[src/rtl/instruction_fetch_unit.sv]
// instruction_fetch_unit
//   IF stage of a 5-stage RV32 pipeline. It holds the PC and drives the
//   instruction memory. It also fills the IF/ID pipeline register and
//   handles branch redirects, load-use stalls and memory wait states.
//
// Parameters
//   RESET_PC       PC loaded on reset
//   NOP_INSTR      bubble encoding written into IF/ID
//
// Ports
//   CLK            clock, rising edge
//   RESET          synchronous, active-high
//   BRANCH_TAKEN   redirect request from EX
//   BRANCH_TARGET  redirect address (bits [1:0] ignored)
//   STALL          load-use hold from the hazard unit
//   IMEM_READ      instruction memory read strobe (registered)
//   IMEM_ADDR      instruction memory address (= PC register)
//   IMEM_READDATA  fetched instruction
//   IMEM_BUSYWAIT  memory not ready, current access continues
//   IF_ID_PC       PC of the instruction held in IF/ID
//   IF_ID_PC4      IF_ID_PC + 4
//   IF_ID_INSTR    instruction held in IF/ID
//   IF_ID_VALID    1 = real instruction, 0 = bubble
module instruction_fetch_unit #(
  parameter logic [31:0] RESET_PC  = 32'h0000_0000,
  parameter logic [31:0] NOP_INSTR = 32'h0000_0013
) (
  input  logic        CLK,
  input  logic        RESET,
  input  logic        BRANCH_TAKEN,
  input  logic [31:0] BRANCH_TARGET,
  input  logic        STALL,
  output logic        IMEM_READ,
  output logic [31:0] IMEM_ADDR,
  input  logic [31:0] IMEM_READDATA,
  input  logic        IMEM_BUSYWAIT,
  output logic [31:0] IF_ID_PC,
  output logic [31:0] IF_ID_PC4,
  output logic [31:0] IF_ID_INSTR,
  output logic        IF_ID_VALID
);

  typedef enum logic [1:0] {
    IDLE,
    FETCH,
    REDIRECT
  } state_t;

  state_t      state;
  logic [31:0] pc;
  logic [31:0] redir_pc;
  logic [31:0] target_aligned;
  logic [31:0] pc_plus4;
  logic        unused_target_lsbs;

  assign IMEM_ADDR          = pc;
  assign target_aligned     = {BRANCH_TARGET[31:2], 2'b00};
  assign pc_plus4           = pc + 32'd4;
  assign unused_target_lsbs = ^BRANCH_TARGET[1:0];

  always_ff @(posedge CLK) begin
    if (RESET) begin
      state       <= IDLE;
      pc          <= RESET_PC;
      redir_pc    <= '0;
      IMEM_READ   <= 1'b0;
      IF_ID_PC    <= '0;
      IF_ID_PC4   <= '0;
      IF_ID_INSTR <= NOP_INSTR;
      IF_ID_VALID <= 1'b0;
    end else begin
      case (state)
        IDLE: begin
          state     <= FETCH;
          IMEM_READ <= 1'b1;
        end

        FETCH: begin
          IMEM_READ <= 1'b1;
          if (BRANCH_TAKEN) begin
            IF_ID_INSTR <= NOP_INSTR;
            IF_ID_VALID <= 1'b0;
            if (!IMEM_BUSYWAIT) begin
              pc <= target_aligned;
            end else begin
              // The access to pc is still in flight. Park the target
              // until it completes.
              redir_pc <= target_aligned;
              state    <= REDIRECT;
            end
          end else if (IMEM_BUSYWAIT) begin
            if (!STALL) begin
              IF_ID_INSTR <= NOP_INSTR;
              IF_ID_VALID <= 1'b0;
            end
          end else if (!STALL) begin
            IF_ID_PC    <= pc;
            IF_ID_PC4   <= pc_plus4;
            IF_ID_INSTR <= IMEM_READDATA;
            IF_ID_VALID <= 1'b1;
            pc          <= pc_plus4;
          end
        end

        REDIRECT: begin
          IMEM_READ   <= 1'b1;
          IF_ID_INSTR <= NOP_INSTR;
          IF_ID_VALID <= 1'b0;
          if (BRANCH_TAKEN) begin
            redir_pc <= target_aligned;
          end
          if (!IMEM_BUSYWAIT) begin
            // Data from the stale access is dropped. A branch arriving
            // on the same edge is newer than the parked target.
            pc    <= BRANCH_TAKEN ? target_aligned : redir_pc;
            state <= FETCH;
          end
        end

        default: begin
          state     <= IDLE;
          IMEM_READ <= 1'b0;
        end
      endcase
    end
  end

endmodule

[config.mk]
export PLATFORM = sky130hd
export DESIGN_NAME = instruction_fetch_unit
export DESIGN_NICKNAME = d
export VERILOG_FILES = /design/src/rtl/instruction_fetch_unit.sv
export SDC_FILE = /design/constraint.sdc
export NUM_CORES = 1
export LEC_CHECK = 0
export ABC_AREA = 1
export CORE_MARGIN = 4
export CORE_UTILIZATION = 48
export DETAILED_ROUTE_END_ITERATION = 10
export PLACE_DENSITY = 0.8
export SYNTH_ARGS = -nofsm -noshare
export SYNTH_HDL_FRONTEND = slang
export SYNTH_SLANG_ARGS = --single-unit
export TNS_END_PERCENT = 5
[constraint.sdc]
create_clock -name CLK -period 2.2 [get_ports CLK]
set_input_delay 0.44 -clock CLK [delete_from_list [all_inputs] [get_ports CLK]]
set_output_delay 0.44 -clock CLK [all_outputs]
set_load 0.05 [all_outputs]
# After elaboration in Yosys (flattened, before gate mapping)
# Cells that the tools add are included.
[classes]
addsub = 1
eq_ne = 7
muxes = 25
bitwise_logic = 3
n_reduce_logical = 8
[op_table]
columns = ["op", "count"]
rows = [
  ["$mux 32", 12],
  ["$pmux 32 s2", 3],
  ["$add 32x3->32 const B", 1],
  ["$ne 2x2->1 const B", 4],
  ["$reduce_and 4->1", 2],
  ["$mux 2", 3],
  ["$pmux 2 s3", 1],
  ["$reduce_and 3->1", 2],
  ["$mux 1", 5],
  ["$ne 3x3->1 const B", 1],
  ["$not 1->1", 3],
  ["$reduce_or 3->1", 1],
  ["$eq 2x1->1 const B", 1],
  ["$eq 2x2->1 const B", 1],
  ["$logic_not 2->1", 1],
  ["$pmux 1 s2", 1],
  ["$reduce_and 2->1", 1],
  ["$reduce_bool 2->1", 1],
]
[totals]
regBits = 164
inputBits = 69
out_inout_bits = 130
wordCells = 52

# Depth between registers and ports, before layout
[logic_depth]
depth_word = 5
ltp_mapped = 10
depth_no_buf = 10

# Worst setup path after synthesis
# OpenSTA, ideal clock, no wires.
[synth_timing]
kind = "flip-flop to flip-flop"
start = "reg pc[2] (netlist: IMEM_ADDR[2])"
end = "reg IF_ID_PC4[16]"
setup_time_ps = 108
arrival_time_ps = 1796
t_required_ps = 2092
path_slack_ps = 295
path_stages_with_launch = 9
n_path_buf = 0
synth_period_minus_slack_ps = 1905
cell_sequence = "dfxtp_1 -> ha_1 -> nand2_1 -> nor2_1 -> nand2_1 -> nor2_4 -> xor2_1 -> a21o_1 -> inv_1"
[synth_via]
elab_chain_len = 1
[synth_rtl]
columns = ["element", "line", "rtl"]
rows = [
  ["from (decl)", "50", "logic [31:0] pc;"],
  ["from (signal assigned)", "84", "pc <= target_aligned;"],
  ["from (signal assigned)", "101", "pc <= pc_plus4;"],
  ["from (signal assigned)", "115", "pc <= BRANCH_TAKEN ? target_aligned : redir_pc;"],
  ["$add 32x3->32", "58", "assign pc_plus4 = pc + 32'd4;"],
  ["to (signal assigned)", "98", "IF_ID_PC4 <= pc_plus4;"],
  ["to (decl)", "38", "output logic [31:0] IF_ID_PC4,"],
]
# Every way passes these cells.
# A chain may end at the register's enable or synchronous reset.

# Worst setup path in the final report
[layout_timing]
start = "reg pc[3] (netlist: IMEM_ADDR[3])"
end = "out IMEM_ADDR[3]"
[layout_lines]
columns = ["element", "line", "rtl"]
rows = [
  ["to (decl)", "34", "output logic [31:0] IMEM_ADDR,"],
]
# No word-level cell between the ends.

==> out/metrics.yaml <==
sta:
  max_freq_mhz: 459
  timing.final.crit_share_pct: 99.0
  final.setup.tns_ns: 0
  maxSlewViolCount: 0
  tightest_slew_ns: 0.620
  layout_min_cycle_time_ns: 2.18
  hold_viol: 0
  rsz0062_at_grt: "false"
  final-setup-viol-count: 0
  slew_headroom_pct: 58.6
  clock_skew_ns: 0.00901
status:
  status: "finished clean"
drt:
  wire_per_inst_um: 16.0
  drt_wl_total_um: 22400
  dr.pass1.iters: 5
  viasPerCell: 5.33
  num_vias: 7466
  drc: 0
  drt_iter0_drc: 642
  ant_nets: 0
critical_path:
  start_kind: "register"
  worstPathCellList: "clkdlybuf4s50_1"
  crit_buf_inv: 1
  arrival_ns: 1.74
  critPathCaptureType: "output pin"
  cpLargestDelayFamily: "buffers and inverters"
  slowest_stage: "clkdlybuf4s50_1"
  critPathKind: "reg2out"
  crit_fanout: 5
  slowest_delay_ns: 0.85
  cp.required_ns: 1.76
die:
  rows: 44
  die-area_um2: 17000
  coreArea_um2: 14600
  die_w_um: 130
  io_pins: 199
  die_y_um: 130
  start_util_pct: 49.3
cts:
  cts_made_buffers: 17
  clock-sinks: 162
  cts_tree: "yes"
  ctsLongestPathBuffers: 2
  cts_hold_buffers: 0
  clk_pin_slew_worst_paths_ns: 0.06
  h-tree-depth: 4
  cts-root-buf: "clkbuf_16"
  worst_skew_pair.late_latency_ns: 0.44
placement:
  dp_hpwl_um: 16000
  port_buffers: 196
  place_inst: 1369
  place.gp.congestion: 0.931
  place_area_um2: 9290
cells_and_area:
  area_growth_pct: 38.1
  final.fill_count: 1225
  final_util_pct: 68.1
  layout.nets: 1279
  final_area_um2: 9930
  insertedDiodeCount: 0
  layout.cells.non_filler: 1400
  drive_gt1_share_pct: 6.17
grt:
  grt_overflow_total: 0
  grt_pass1_wl_um: 35000
  antenna_found_initial: 0
  track_usage_pct: 26.2
  grt_pass1_vias: 6956
  grt_max_degree: 85
yosys:
  avgSynthCellArea_um2: 7.01
  ys_seq_area_share_pct: 45.1
  syn_inst: 1026
  synth_warnings: 0
  async_reset_ff_share_pct: 0
  syn-cell-area_um2: 7190
  synthDistinctLibCells: 34
  synth-edff-count: 0
  syn_nets: 1101
  ys_ff_latch: 162
  synth-main-ff-cell: "dfxtp_1"
run:
  cap_violations: 0
power:
  vdd_drop_max_uv: 699
  leakagePower_uw: 0.00438
  power_uw: 11200
  power_density_nw_per_um2: 1120
worst_hold_path:
  hp-class: "reg2reg"
## flip-flops by register name (all words and copies together) (netlist names)
signal	count
redir_pc	32
IF_ID_PC	32
IMEM_ADDR	32
IMEM_READ	1
IF_ID_VALID	1
state	2
IF_ID_INSTR	32
IF_ID_PC4	30
## power by group
part / total (uW) / internal (uW) / leakage (uW) / switching [uW]
combinational: 4160 / 1290 / 0.00275 / 2860
sequential: 3890 / 3440 / 0.00132 / 456
clock: 3120 / 1940 / 0.000301 / 1180
## cells in the final DEF (no fill, tap or decap), types with 12 or more instances in the layout
cell type / synthesis / final
nand2_1: 271 / 271
clkdlybuf4s50_1: 0 / 177
dfxtp_1: 162 / 162
nor2_1: 123 / 123
o21ai_0: 108 / 108
a21oi_1: 93 / 93
inv_1: 83 / 82
nand3_1: 37 / 37
buf_4: 7 / 20
a31oi_1: 19 / 19
clkbuf_16: 0 / 17
dlymetal6s2s_1: 0 / 13
xor2_1: 12 / 12
## routing by layer
layer / up-vias / wire, um / GRT usage, %
li1: 3655 / - / -
met1: 3438 / 9150 / 32.5
met2: 320 / 10700 / 43.6
met3: 53 / 1850 / 6.50
met4: 0 / 737 / 11.4
met5: - / 0 / 0
## per-stage QoR
step | hold WS, ns | worst slack (ns)
final | 0.451 | 0.0211
after global routing | 0.480 | 0.0111
after CTS | 0.449 | 0.00541
after detailed placement | 0.443 | 0.0710
after global placement | 0.435 | 0.0969
after floorplan | 0.425 | 0.295
## kinds of logic after synthesis
family | share of synthesized area (%)
buffers and inverters | 8.84
AOI/OAI and AO/OA | 17.8
DFF | 45.1
muxes | 0.139
adders and majority gates | 1.04
xor gates and xnor gates | 1.71
and+or+nand+nor | 25.4
## worst paths after layout
| check | start | end | slack [ns] | cells after the start |
|---|---|---|---|---|
| setup reg to reg | IMEM_ADDR[2] | IMEM_ADDR[20] | 0.20 | 9 |
| hold reg to reg | redir_pc[4] | redir_pc[4] | 0.45 | 2 |
| hold / removal | redir_pc[4] | redir_pc[4] | 0.45 | 2 |
| setup / recovery | IMEM_ADDR[3] | IMEM_ADDR[3] | 0.02 | 1 |
## cells in the mapped netlist, types with 5 or more instances
library cell,n,area [um^2]
nand2_1,271,1020
dfxtp_1,162,3240
nor2_1,123,462
o21ai_0,108,541
a21oi_1,93,465
inv_1,83,312
nand3_1,37,185
clkbuf_1,26,97.6
buf_2,21,105
a31oi_1,19,119
xor2_1,12,105
o21ai_1,10,50.1
buf_4,7,52.6
nor2_4,7,78.8
ha_1,6,75.1
inv_2,5,18.8
## cell type report
| type | count | area, um^2 | share of cell area (%) |
|---|---|---|---|
| clock buffers | 20 | 457 | 4.60 |
| flip-flops and latches | 162 | 3240 | 32.7 |
| well taps | 184 | 230 | 2.32 |
| repair buffers | 219 | 2190 | 22.1 |
| inverters | 89 | 335 | 3.38 |
| clock inverters | 11 | 160 | 1.61 |
| multi-input cells | 715 | 3310 | 33.4 |
## timing repair
item                       4_1_cts  5_1_grt
setup endpoints to repair        5       13
gates cloned                     0        0
resized for setup                5       13
setup buffers                    0        0
Power figures use the tool's default switching activity.
